### src/rtl/l2_private_bank_adapter.sv
// l2_private_bank_adapter
// Bridges a PULP TCDM slave port (req/gnt/r_valid) onto one single-port
// private L2 bank (csn/wen/be/addr/wdata, active-low strobes). Requests are
// passed to the bank in the grant cycle. Responses come back after the
// bank's fixed read latency. A zero-fill engine clears the whole bank after
// reset, or on request once all outstanding responses have drained.

module l2_private_bank_adapter #(
  parameter int unsigned ADDR_WIDTH    = 12,
  parameter int unsigned RAM_LATENCY   = 1,    // 1, or 2 when the BRAM output register is used
  parameter bit          INIT_ON_RESET = 1'b1
) (
  input  logic                  clk_i,
  input  logic                  rst_ni,
  // TCDM slave side
  input  logic                  req_i,
  output logic                  gnt_o,
  input  logic [31:0]           add_i,
  input  logic                  wen_i,
  input  logic [3:0]            be_i,
  input  logic [31:0]           wdata_i,
  output logic                  r_valid_o,
  output logic [31:0]           r_rdata_o,
  // zero-fill control
  input  logic                  init_req_i,
  output logic                  init_busy_o,
  // bank side
  output logic                  ram_csn_o,
  output logic                  ram_wen_o,
  output logic [3:0]            ram_be_o,
  output logic [ADDR_WIDTH-1:0] ram_addr_o,
  output logic [31:0]           ram_wdata_o,
  input  logic [31:0]           ram_rdata_i
);

  // ST_RESET is the state held while rst_ni is low. It keeps every output at
  // its idle value, then hands over to INIT or SERVE on the first clock after
  // release.
  typedef enum logic [1:0] {
    ST_RESET,
    ST_SERVE,
    ST_DRAIN,
    ST_INIT
  } state_e;

  localparam logic [ADDR_WIDTH-1:0] FILL_LAST = '1;

  state_e                  r_state;
  logic [ADDR_WIDTH-1:0]   r_fill_cnt;
  logic [RAM_LATENCY-1:0]  r_pipe_vld;  // one bit per cycle of bank latency
  logic [RAM_LATENCY-1:0]  r_pipe_rd;   // matching "response carries read data" flag

  logic w_grant;
  logic w_pipe_empty;
  logic w_unused_addr_bits;

  // Only the word-address bits inside the bank reach the RAM.
  assign w_unused_addr_bits = ^{add_i[31:ADDR_WIDTH+2], add_i[1:0]};

  // SERVE never back-pressures, so the grant is simply "we are serving".
  assign gnt_o        = (r_state == ST_SERVE);
  assign w_grant      = req_i & gnt_o;
  assign w_pipe_empty = ~(|r_pipe_vld);
  assign init_busy_o  = (r_state == ST_DRAIN) || (r_state == ST_INIT);

  // The response leaves the last pipe stage, which lines up with the bank's data.
  assign r_valid_o = r_pipe_vld[RAM_LATENCY-1];
  assign r_rdata_o = (r_pipe_vld[RAM_LATENCY-1] & r_pipe_rd[RAM_LATENCY-1]) ? ram_rdata_i : 32'h0;

  // Bank strobes: same-cycle pass-through in SERVE, fill writes in INIT, idle otherwise.
  always_comb begin
    // NOTE: every output gets a default before the case, so no path leaves one unassigned (no latch).
    ram_csn_o   = 1'b1;
    ram_wen_o   = 1'b1;
    ram_be_o    = 4'h0;
    ram_addr_o  = '0;
    ram_wdata_o = 32'h0;
    unique case (r_state)
      ST_SERVE: begin
        if (req_i) begin
          ram_csn_o   = 1'b0;
          ram_wen_o   = wen_i;
          ram_be_o    = be_i;
          ram_addr_o  = add_i[ADDR_WIDTH+1:2];
          ram_wdata_o = wdata_i;
        end
      end
      ST_INIT: begin
        ram_csn_o   = 1'b0;
        ram_wen_o   = 1'b0;
        ram_be_o    = 4'hF;
        ram_addr_o  = r_fill_cnt;
        ram_wdata_o = 32'h0;
      end
      default: begin
      end
    endcase
  end

  // Response pipe: a grant enters stage 0 and surfaces RAM_LATENCY cycles later.
  always_ff @(posedge clk_i or negedge rst_ni) begin
    if (!rst_ni) begin
      r_pipe_vld <= '0;
      r_pipe_rd  <= '0;
    end else begin
      // NOTE: non-blocking assignments let each stage read its neighbour's previous value, giving a true shift.
      r_pipe_vld[0] <= w_grant;
      r_pipe_rd[0]  <= w_grant & wen_i;
      for (int i = 1; i < RAM_LATENCY; i++) begin
        r_pipe_vld[i] <= r_pipe_vld[i-1];
        r_pipe_rd[i]  <= r_pipe_rd[i-1];
      end
    end
  end

  // Control FSM and fill counter. An init request that arrives while already
  // draining or filling is dropped, not queued.
  always_ff @(posedge clk_i or negedge rst_ni) begin
    if (!rst_ni) begin
      r_state    <= ST_RESET;
      r_fill_cnt <= '0;
    end else begin
      unique case (r_state)
        ST_RESET: begin
          r_state <= INIT_ON_RESET ? ST_INIT : ST_SERVE;
        end
        ST_SERVE: begin
          if (init_req_i) begin
            r_state <= ST_DRAIN;
          end
        end
        ST_DRAIN: begin
          if (w_pipe_empty) begin
            r_state <= ST_INIT;
          end
        end
        ST_INIT: begin
          r_fill_cnt <= r_fill_cnt + 1'b1;  // wraps to 0 after the last word
          if (r_fill_cnt == FILL_LAST) begin
            r_state <= ST_SERVE;
          end
        end
        default: begin
          r_state <= ST_RESET;
        end
      endcase
    end
  end

endmodule
### config.mk
export PLATFORM = sky130hd
export DESIGN_NAME = l2_private_bank_adapter
export DESIGN_NICKNAME = d
export VERILOG_FILES = /design/src/rtl/l2_private_bank_adapter.sv
export SDC_FILE = /design/constraint.sdc
export NUM_CORES = 1
export LEC_CHECK = 0
export CAP_MARGIN = 5
export CORE_ASPECT_RATIO = 0.75
export CORE_MARGIN = 2
export CORE_UTILIZATION = 27
export CTS_BUF_LIST = sky130_fd_sc_hd__clkbuf_4 sky130_fd_sc_hd__clkbuf_8
export DETAILED_ROUTE_END_ITERATION = 12
export PLACE_DENSITY = 0.88
export SYNTH_ARGS = -nofsm -noshare
export SYNTH_HDL_FRONTEND = slang
export SYNTH_SLANG_ARGS = --single-unit
### constraint.sdc
create_clock -name clk_i -period 3.7 [get_ports clk_i]
set_input_delay 0.74 -clock clk_i [delete_from_list [all_inputs] [get_ports clk_i]]
set_output_delay 0.74 -clock clk_i [all_outputs]
set_load 0.05 [all_outputs]
==> run metrics <==
status=completed; synth top area cells=and3_1, dfrtp_1, a22o_1; CTS sink cnt=16; clock buffer depth=2; Setup crit start=r_state[1]$_DFFE_PN0P_; first-pass GRT wire length=8430 µm; post-synthesis sequential area ratio=0.292; Distinct cells, synth=27; Final Net Count=429; die height=65.7 µm; Synthesis Warnings=0; DR vias=1890; pwr dens=115 mW/mm²; Peak VDD IR=110 µV; H-tree levels=1; cts repair resizes=0; Max Cap Viol=0; EDFF count, synth=0; Startpoint Class=flip-flop; crit path DAT=2.19 ns; Crit. End Element=primary output; Setup TNS=0 ns; grt total ovfl=0; leakage power=0.00168 µW; setup bufs post-CTS=0; Hold-fix buffers, CTS=0; Clock Skew=0.00288 ns; core area=0.00490 mm²; Port Buffers=169; CP Class=reg -> out; Tmin final=2.93 ns; worst min path class=reg -> reg; Post-Synthesis Cell Area=0.00137 mm²; GRT Util Overall=0.187; Least-Margin Pin Slew=0.733 ns; reg2reg start=r_state[1]$_DFFE_PN0P_; vias in the first global route=1720; predominant post-synthesis flop cell=dfrtp_1; Final period util=0.792; Hold Crit Start=r_fill_cnt[11]$_DFFE_PN0N_; maximum fanout along the worst path=36; Initial Util=0.280; Slew Limit Headroom=0.510; synth-to-layout area growth=154%; RSZ-0062 raised after global routing=false; final setup fails=0; CP max stage delay=0.86 ns; clk root buf=clkbuf_8; Reg clk slew, reported paths=0.06 ns; post-synthesis async set-or-reset flop share=1.00; routed wire length=5750 µm; full die area=0.00568 mm²; Iter 0 DRT Violations=92; DRC viols=0; top-count cell post-synth=and3_1; die width=86.3 µm; Yosys top cell area share=0.301; Worst-Skew Late Latency=0.25 ns; required time worst endpoint=2.96 ns; synthesized instance count=166; drt pass-1 iters=4; Achievable Freq=0.341 GHz; DP HPWL=4730 µm; Final Hold Viols=0; TritonCTS clock tree=done; GP Congestion=0.797; Antenna Cells=0; nets in the synthesized netlist=272; dpl cell area=0.00344 mm²; average cell area after synthesis=8.27 µm²; Post-Layout Inst Area=0.00348 mm²; # rows=22; initial antenna violation count=0; layout cells sized above 1=0.193; CP cell instances=nor2b_2, buf_4, clkdlybuf4s50_1; IO Count=190; commonest cells in the synthesized netlist=and3_1, dfrtp_1, clkbuf_1; Post-DRT Antenna Nets=0; leading area contributor after synthesis=and3_1; Post-Place Setup Slack=0.787 ns; final worst-path setup slack=0.771 ns; flops & latches, synth=16; CP max-delay cell=clkdlybuf4s50_1; Num CTS Buffers=3; largest net degree at the start of global routing=37; Vias/cell=4.96; drt wl/cell=15.1 µm; Final Slew Violations=0
[flip-flops by register name (all words and copies together) (netlist names)]
register and count:
r_valid_o 1, r_pipe_rd 1, r_state 2, r_fill_cnt 12
[cell usage in the layout, fill, tap and decap left out]
cell and n:
nand4_4 1, buf_12 39, ha_1 1, a22o_1 11, clkbuf_8 3, and3_1 66, o21ai_0 2, xnor2_1 5
nor3_1 4, nor4_4 1, dfrtp_1 16, and2_1 1, a21oi_1 5, mux2_1 1, xor2_1 6, a21o_1 1
and2_4 1, inv_1 3, nand4_1 1, buf_4 14, nand3_1 5, a32oi_1 1, nor4_2 1, clkdlybuf4s50_1 119
nor2b_1 5, nor2b_2 1, nor2_1 2, nand2_1 4, nand3_2 1
[critical path, delay by kind of cell (launching register included)]
family                 cells  cell delay [ns]
AND/OR/NAND/NOR            1             0.20
flip-flops                 1             0.57
buffers and inverters      2             1.16
[metal layers]
metal  wire length (µm)  GRT usage  up-vias
li1                   -          -      913
met2               2890      0.336      110
met1               2160      0.210      859
met4                 76     0.0410        0
met3                618     0.0716        8
met5                  0          0        -
[final cells by class]
type	instances	area (µm²)
Multi-Input combinational cell	127	875
Tap cell	60	75.1
Inverter	3	11.3
Sequential cell	16	400
Fill cell	364	1420
Timing Repair Buffer	172	2080
Clock buffer	3	41.3
[worst paths after layout]
check / depth (start not counted) / slack [ns] / end
worst max-delay path: 3 / 0.77 / gnt_o
worst min-delay path: 1 / 0.53 / r_fill_cnt[11]$_DFFE_PN0N_
worst max register to register: 2 / 1.99 / r_fill_cnt[1]$_DFFE_PN0N_
worst min register to register: 1 / 0.53 / r_fill_cnt[11]$_DFFE_PN0N_
max in group asynchronous: 1 / 2.31 / r_fill_cnt[10]$_DFFE_PN0N_
min in group asynchronous: 1 / 0.93 / r_fill_cnt[0]$_DFFE_PN0N_
[through the flow]
step | utilization | power [µW] | hold WS [ns] | instances
after floorplan | - | 183 | 0.444 | 166
after global placement | 0.702 | 272 | 0.487 | 378
after detailed placement | 0.702 | 275 | 0.516 | 378
after CTS | 0.710 | 403 | 0.530 | 381
after global routing | 0.710 | 419 | 0.543 | 381
final | 0.710 | 400 | 0.529 | 381
[where the power goes]
group | switching, µW | internal [µW]
Combinational | 18.6 | 77.7
Sequential | 0 | 175
Clock | 56.1 | 72.1
Total | 74.7 | 325
[logic make-up after synthesis]
| family | after synthesis | share of synthesized area |
|---|---|---|
| adders and majority gates | 1 | 0.00911 |
| and+or+nand+nor | 94 | 0.440 |
| xor gates and xnor gates | 11 | 0.0702 |
| muxes | 1 | 0.00820 |
| buffers and inverters | 23 | 0.0729 |
| DFF | 16 | 0.292 |
| AOI/OAI and AO/OA | 20 | 0.108 |
(Power assumes the default switching activity.)
